==> config.mk <==
export PLATFORM = sky130hd
export DESIGN_NAME = gpu_cpuvram_pixel_feeder
export DESIGN_NICKNAME = d
export VERILOG_FILES = /design/src/rtl/gpu_feeder_pkg.sv /design/src/rtl/gpu_pix_lane_fifo.sv /design/src/rtl/gpu_cpuvram_pixel_feeder.sv
export SDC_FILE = /design/constraint.sdc
export NUM_CORES = 1
export LEC_CHECK = 0
export BUFFER_PORTS_ARGS = -buffer_cell sky130_fd_sc_hd__clkbuf_2
export CORE_UTILIZATION = 60
export DETAILED_ROUTE_END_ITERATION = 10
export GPL_ROUTABILITY_DRIVEN = 0
export MAX_ROUTING_LAYER = met4
export PLACE_DENSITY = 0.8
export SYNTH_ARGS = -nofsm -noshare
export SYNTH_HDL_FRONTEND = slang
export SYNTH_HIERARCHICAL = 1
export SYNTH_SLANG_ARGS = --single-unit
==> constraint.sdc <==
create_clock -name i_clk -period 10.42 [get_ports i_clk]
set_input_delay 1.563 -clock i_clk [delete_from_list [all_inputs] [get_ports i_clk]]
set_output_delay 1.563 -clock i_clk [all_outputs]
set_load 0.02 [all_outputs]
==> src/rtl/gpu_feeder_pkg.sv <==
// Shared types and constants for the CPU->VRAM pixel feeder.
// Holds the feeder FSM state enum and the counter/size limits.
package gpu_feeder_pkg;

   localparam int PIX_CNT_W  = 20;
   localparam int WORD_CNT_W = 19;
   localparam int MAX_W      = 1024;
   localparam int MAX_H      = 512;

   typedef enum logic [1:0] {
      ST_IDLE,
      ST_LOAD,
      ST_STREAM,
      ST_DRAIN
   } feeder_state_t;

endpackage

==> src/rtl/gpu_pix_lane_fifo.sv <==
// 16-bit show-ahead synchronous FIFO used for one pixel lane.
// Ports: i_clk, i_rst (sync, active-high), i_flush, i_push/i_data,
//        i_pop, o_data (head, 0 when empty), o_full, o_empty.
module gpu_pix_lane_fifo
   import gpu_feeder_pkg::*;
#(
   parameter int LANE_DEPTH = 4,
   parameter int LANE_AW    = 2
) (
   input  logic        i_clk,
   input  logic        i_rst,
   input  logic        i_flush,
   input  logic        i_push,
   input  logic [15:0] i_data,
   input  logic        i_pop,
   output logic [15:0] o_data,
   output logic        o_full,
   output logic        o_empty
);

   logic [15:0]      r_mem [LANE_DEPTH];
   logic [LANE_AW:0] r_wp;
   logic [LANE_AW:0] r_rp;
   logic             w_pop;
   logic             w_push;

   localparam logic [LANE_AW:0] PTR_ONE = {{LANE_AW{1'b0}}, 1'b1};

   assign o_empty = (r_wp == r_rp);
   // Extra pointer bit tells full from empty when the indices match.
   assign o_full  = (r_wp[LANE_AW] != r_rp[LANE_AW]) &&
                    (r_wp[LANE_AW-1:0] == r_rp[LANE_AW-1:0]);

   // Pops on empty are dropped; a same-cycle pop frees room on full.
   assign w_pop  = i_pop & ~o_empty;
   assign w_push = i_push & (~o_full | w_pop);

   always_ff @(posedge i_clk) begin
      if (i_rst || i_flush) begin
         r_wp <= '0;
         r_rp <= '0;
      end else begin
         if (w_push) r_wp <= r_wp + PTR_ONE;
         if (w_pop)  r_rp <= r_rp + PTR_ONE;
      end
   end

   always_ff @(posedge i_clk) begin
      if (w_push && !i_flush) r_mem[r_wp[LANE_AW-1:0]] <= i_data;
   end

   assign o_data = o_empty ? 16'h0000 : r_mem[r_rp[LANE_AW-1:0]];

endmodule

==> src/rtl/gpu_cpuvram_pixel_feeder.sv <==
// Splits 32-bit GP0 words into Left/Middle 16-bit pixel lanes for the
// CPU->VRAM copy engine, counting W*H pixels and dropping odd padding.
// Ports: i_clk, i_rst (sync, active-high), i_start, i_sizeW, i_sizeH,
//        i_wordValid/i_word/o_wordRead (command FIFO side),
//        o_canReadL/M, i_readL/M, o_dataL/M (lane side), o_busy, o_done.
// Optional: define GPU_FEEDER_ABORT_EN to add the i_abort input.
module gpu_cpuvram_pixel_feeder
   import gpu_feeder_pkg::*;
#(
   parameter int LANE_DEPTH = 4,
   parameter int LANE_AW    = 2
) (
   input  logic        i_clk,
   input  logic        i_rst,
   input  logic        i_start,
   input  logic [10:0] i_sizeW,
   input  logic [9:0]  i_sizeH,
   input  logic        i_wordValid,
   input  logic [31:0] i_word,
   output logic        o_wordRead,
   output logic        o_canReadL,
   output logic        o_canReadM,
   input  logic        i_readL,
   input  logic        i_readM,
   output logic [15:0] o_dataL,
   output logic [15:0] o_dataM,
`ifdef GPU_FEEDER_ABORT_EN
   input  logic        i_abort,
`endif
   output logic        o_busy,
   output logic        o_done
);

   feeder_state_t         r_state;
   feeder_state_t         w_next;
   logic [10:0]           r_w;
   logic [9:0]            r_h;
   logic [WORD_CNT_W-1:0] r_wordsLeft;
   logic                  r_oddTail;
   logic                  r_done;
   logic                  w_setDone;
   logic [PIX_CNT_W-1:0]  w_pix;
   logic [WORD_CNT_W-1:0] w_wordsInit;
   logic                  w_lastWord;
   logic                  w_needM;
   logic                  w_abort;
   logic                  w_fullL;
   logic                  w_fullM;
   logic                  w_emptyL;
   logic                  w_emptyM;

`ifdef GPU_FEEDER_ABORT_EN
   assign w_abort = i_abort & (r_state != ST_IDLE);
`else
   assign w_abort = 1'b0;
`endif

   assign w_pix = PIX_CNT_W'(r_w) * PIX_CNT_W'(r_h);
   // Round up to whole words: an odd count leaves a padding half-word.
   assign w_wordsInit = w_pix[PIX_CNT_W-1:1] +
                        {{(WORD_CNT_W-1){1'b0}}, w_pix[0]};

   assign w_lastWord = (r_wordsLeft == WORD_CNT_W'(1));
   assign w_needM    = ~(w_lastWord & r_oddTail);

   always_comb begin
      w_next     = r_state;
      o_wordRead = 1'b0;
      w_setDone  = 1'b0;
      unique case (r_state)
         ST_IDLE: begin
            if (i_start) w_next = ST_LOAD;
         end
         ST_LOAD: begin
            w_next = ST_STREAM;
         end
         ST_STREAM: begin
            o_wordRead = i_wordValid & ~w_fullL &
                         (~w_fullM | ~w_needM) & ~w_abort;
            if (o_wordRead && w_lastWord) w_next = ST_DRAIN;
         end
         ST_DRAIN: begin
            if (w_emptyL && w_emptyM) begin
               w_next    = ST_IDLE;
               w_setDone = 1'b1;
            end
         end
      endcase
      if (w_abort) begin
         w_next    = ST_IDLE;
         w_setDone = 1'b0;
      end
   end

   always_ff @(posedge i_clk) begin
      if (i_rst) begin
         r_state     <= ST_IDLE;
         r_w         <= '0;
         r_h         <= '0;
         r_wordsLeft <= '0;
         r_oddTail   <= 1'b0;
         r_done      <= 1'b0;
      end else begin
         r_state <= w_next;
         r_done  <= w_setDone;
         if (r_state == ST_IDLE && i_start) begin
            r_w <= i_sizeW;
            r_h <= i_sizeH;
         end
         if (r_state == ST_LOAD) begin
            r_wordsLeft <= w_wordsInit;
            r_oddTail   <= w_pix[0];
         end
         if (o_wordRead) r_wordsLeft <= r_wordsLeft - WORD_CNT_W'(1);
         if (w_abort) begin
            r_wordsLeft <= '0;
            r_oddTail   <= 1'b0;
         end
      end
   end

   // Done is registered, so it lands in the first IDLE cycle.
   assign o_done     = r_done;
   assign o_busy     = (r_state != ST_IDLE);
   assign o_canReadL = ~w_emptyL;
   assign o_canReadM = ~w_emptyM;

   gpu_pix_lane_fifo #(
      .LANE_DEPTH (LANE_DEPTH),
      .LANE_AW    (LANE_AW)
   ) u_lane_l (
      .i_clk   (i_clk),
      .i_rst   (i_rst),
      .i_flush (w_abort),
      .i_push  (o_wordRead),
      .i_data  (i_word[15:0]),
      .i_pop   (i_readL),
      .o_data  (o_dataL),
      .o_full  (w_fullL),
      .o_empty (w_emptyL)
   );

   gpu_pix_lane_fifo #(
      .LANE_DEPTH (LANE_DEPTH),
      .LANE_AW    (LANE_AW)
   ) u_lane_m (
      .i_clk   (i_clk),
      .i_rst   (i_rst),
      .i_flush (w_abort),
      .i_push  (o_wordRead & w_needM),
      .i_data  (i_word[31:16]),
      .i_pop   (i_readM),
      .o_data  (o_dataM),
      .o_full  (w_fullM),
      .o_empty (w_emptyM)
   );

endmodule

==> summary.md <==
| Metric | Value |
|---|---|
| Detailed Route Iter0 Violations | 519 |
| FFs w/ async S/R, synth | 0% |
| CTS Hold Buffers Added | 0 |
| Vias in the first global route | 8434 |
| Routed Antenna Nets | 0 |
| Final wirelength | 26000 um |
| Setup CP Type | reg -> reg |
| Leading area contributor after synthesis | edfxtp_1 |
| Clock Root Buffer | clkbuf_16 |
| Layout cell share with drive strength beyond 1 | between 10% and 20% |
| Clock sink count | 188 |
| Vias | 8326 |
| Synth top area share | approximately a third |
| Width of the chip | 144 um |
| Pwr Density | 158 mW/mm^2 |
| Grt ovf | 0 |
| Synth Cell Area | 0.0121 mm^2 |
| Final setup violation count | 0 |
| Final worst path period share | 58.9% |
| Util after Layout | 68.3% |
| Total Routing Usage GR | 28.0% |
| Cells resized by post-CTS repair | 0 |
| Area contributors post-synth | edfxtp_1 32%, fa_1 11%, dfxtp_1 9.9% |
| Fin. max-slew vios | 0 |
| Mux cell area share after synthesis | 7.29% |
| Drt wl/cell | 18.1 um |
| Worst EP required | 10.69 ns |
| Seq cells post-synth | approximately 190 |
| Largest net degree at the start of global routing | 55 |
| Leak pwr | between 5 and 6 nW |
| Post-synth top cells | 135 x nand2_1, 128 x edfxtp_1, 100 x inv_1 |
| H-tree levels | 4 |
| ANT cells | 0 |
| Setup TNS | 0 ns |
| Nets | about 1400 |
| Max cap viols | 0 |
| HPWL Detailed | around 18000 um |
| Fin Clk Skew | 0.0249 ns |
| CORE AREA | 0.0196 mm^2 |
| Post-route minimum period | 6.14 ns |
| Height of the die | about 140 um |
| Worst-Skew Late Latency | 0.45 ns |
| Flop pwr share | 43.3% |
| Clk network pwr share | 31.6% |
| Top FF cell, synth | edfxtp_1 |
| Post-Synth Simple-Gate Area | 15.5% |
| CTS buffer count | 17 |
| Initial core utilization | between 60% and 70% |
| CP Capture Type | register |
| Synth unique cells | 69 |
| Compound-Gate Fraction of Synth Area | 8.54% |
| CTS Buffer Depth | 2 |
| Initial antenna violation count | 0 |
| Worst Hold Class | reg -> reg |
| Status | complete, no violations |
| Largest family of logic cells by synthesized area | adder cells |
| CP Launch Type | register |
| Post-synthesis sequential area ratio | 41.7% |
| Cell area after layout | 0.0134 mm^2 |
| Worst rel slew slack | between 20% and 30% |
| Synth Instances | 1085 |
| Sw frac | 35.3% |
| First-pass DRT Iterations | 5 |
| Worst-Margin Slew | 1.15 ns |
| Final Hold Vio Count | 0 |
| Via density | between 5 and 6 |
| Buffers on Ports | 95 |
| Worst-path clk slew | approximately 0.08 ns |
| RSZ-0062 raised after global routing | no |
| Worst-path fanout max | 11 |
| Sw power | 0.749 mW |
| Full die area | approximately 0.021 mm^2 |
| Placed cell areas | 0.0128 mm^2 |
| FMAX | between 150 and 200 MHz |
| Critical Path AT | 6.41 ns |
| Synth Area in XOR/XNOR | 2.75% |
| Rows | 51 |
| Cell internal pwr | between 1 and 1.5 mW |
| First-pass GRT wire length | 42300 um |
| I/O Pins | 96 |
| Synth-to-Final Area Change | 10.7% |
| Maximum VDD drop | 113 uV |
| Post-synth EDFFs | about 130 |
| Synth warnings | 6 |
| Setup fix buffers added after clock tree synthesis | 0 |
| Worst hold slack | 0.513 ns |
| CTS tree | built |
| Adder-cell area share of the yosys netlist | 18.9% |
| Part of the power in combinational logic | 25.1% |
| # DRC | 0 |
| Top-count cell post-synth | nand2_1 |
| Syn Area/Cell | roughly 11 um^2 |
-- flip-flops by register name (all words and copies together), names as in the netlist, named ones only --
register / count
r_oddTail: 1
u_lane_m/r_mem: 64
r_wordsLeft: 19
u_lane_l/r_mem: 64
r_state: 2
u_lane_m/r_wp: 3
u_lane_m/r_rp: 3
r_h: 10
u_lane_l/r_wp: 3
u_lane_l/r_rp: 3
o_done: 1
r_w: 11
-- per-layer routing --
layer	GRT usage [%]	vias to the layer above	share of wire, %
met2	46.4	280	51
met3	4.01	39	5.4
li1	-	3936	-
met4	9.18	0	2.3
met1	35.5	4071	42
met5	-	-	0
-- worst max-delay path, cell delays in order, from the launching register on --
cell and delay [ns]:
dfxtp_1 0.54, nand2_1 0.13, fa_1 0.55, inv_1 0.06, fa_1 0.49, inv_1 0.05, fa_1 0.47, inv_1 0.05
fa_1 0.52, inv_1 0.05, fa_1 0.52, inv_1 0.04, ha_1 0.45, a21oi_1 0.16, o21ai_1 0.43, nor2_1 0.08
a221o_1 0.35, nand4bb_1 0.28, nor3_2 0.34, nand3_1 0.14, xnor2_1 0.17, a21oi_1 0.08
-- per-stage QoR --
| stage | std cells | power, mW | worst slack [ns] |
|---|---|---|---|
| 2_1_floorplan | 1096 | 1.33 | 4.75 |
| 3_3_place_gp | 1408 | 1.44 | 4.45 |
| 3_5_place_dp | 1408 | 1.46 | 4.35 |
| 4_1_cts | 1440 | 2.13 | 4.34 |
| 5_1_grt | 1440 | 2.24 | 3.82 |
| 6_report | 1440 | 2.12 | 4.28 |
-- layout by cell type (no fill, tap or decap), types with 5 or more instances in the layout --
cell type,n
edfxtp_1,128
inv_1,100
ha_1,72
a41oi_1,5
nand3_1,9
dfxtp_1,60
mux4_2,32
clkinv_8,6
nor2b_1,35
nand4_1,8
fa_1,69
xor2_1,8
nor2_1,34
and3_1,10
xnor2_1,30
nor3_1,19
a21o_1,12
or3_1,9
clkbuf_2,95
nor4_1,7
conb_1,12
nand2_1,135
a21oi_1,54
clkbuf_16,17
nor3_2,9
buf_4,8
o21ai_0,19
mux2i_1,15
and2_1,66
-- power by group through the flow --
| stage | logic [mW] | clock network (mW) | registers [mW] |
|---|---|---|---|
| global route | 0.601 | 0.709 | 0.927 |
| CTS | 0.532 | 0.684 | 0.916 |
| global placement | 0.517 | 0 | 0.928 |
| finish | 0.533 | 0.670 | 0.917 |
| floorplan | 0.442 | 0 | 0.885 |
| detailed placement | 0.528 | 0 | 0.933 |
-- final cells by class --
type / count / area (um^2)
Clock buffer: 17 / 425
Clock inverter: 15 / 188
Fill cell: 1447 / 6210
Inverter: 101 / 379
Multi-Input combinational cell: 751 / 6480
Sequential cell: 188 / 5040
Tap cell: 265 / 332
Timing Repair Buffer: 103 / 536
-- worst paths after layout --
kind | start | endpoint | slack [ns] | depth (start not counted)
worst max-delay path | r_w[5] | r_wordsLeft[18] | 4.28 | 21
worst min-delay path | u_lane_l/r_rp[1] | u_lane_l/r_rp[1] | 0.51 | 2
worst max register to register | r_w[5] | r_wordsLeft[18] | 4.28 | 21
worst min register to register | u_lane_l/r_rp[1] | u_lane_l/r_rp[1] | 0.51 | 2
-- logic make-up after synthesis --
kind of cell / count (synthesis)
AO/OA/AOI/OAI: 151
other: 1
XOR/XNOR: 38
multiplexers: 48
flip-flops: 188
adder cells (fa/ha/maj): 141
buffers and inverters: 157
AND/OR/NAND/NOR: 361
Power figures use the tool's default switching activity.
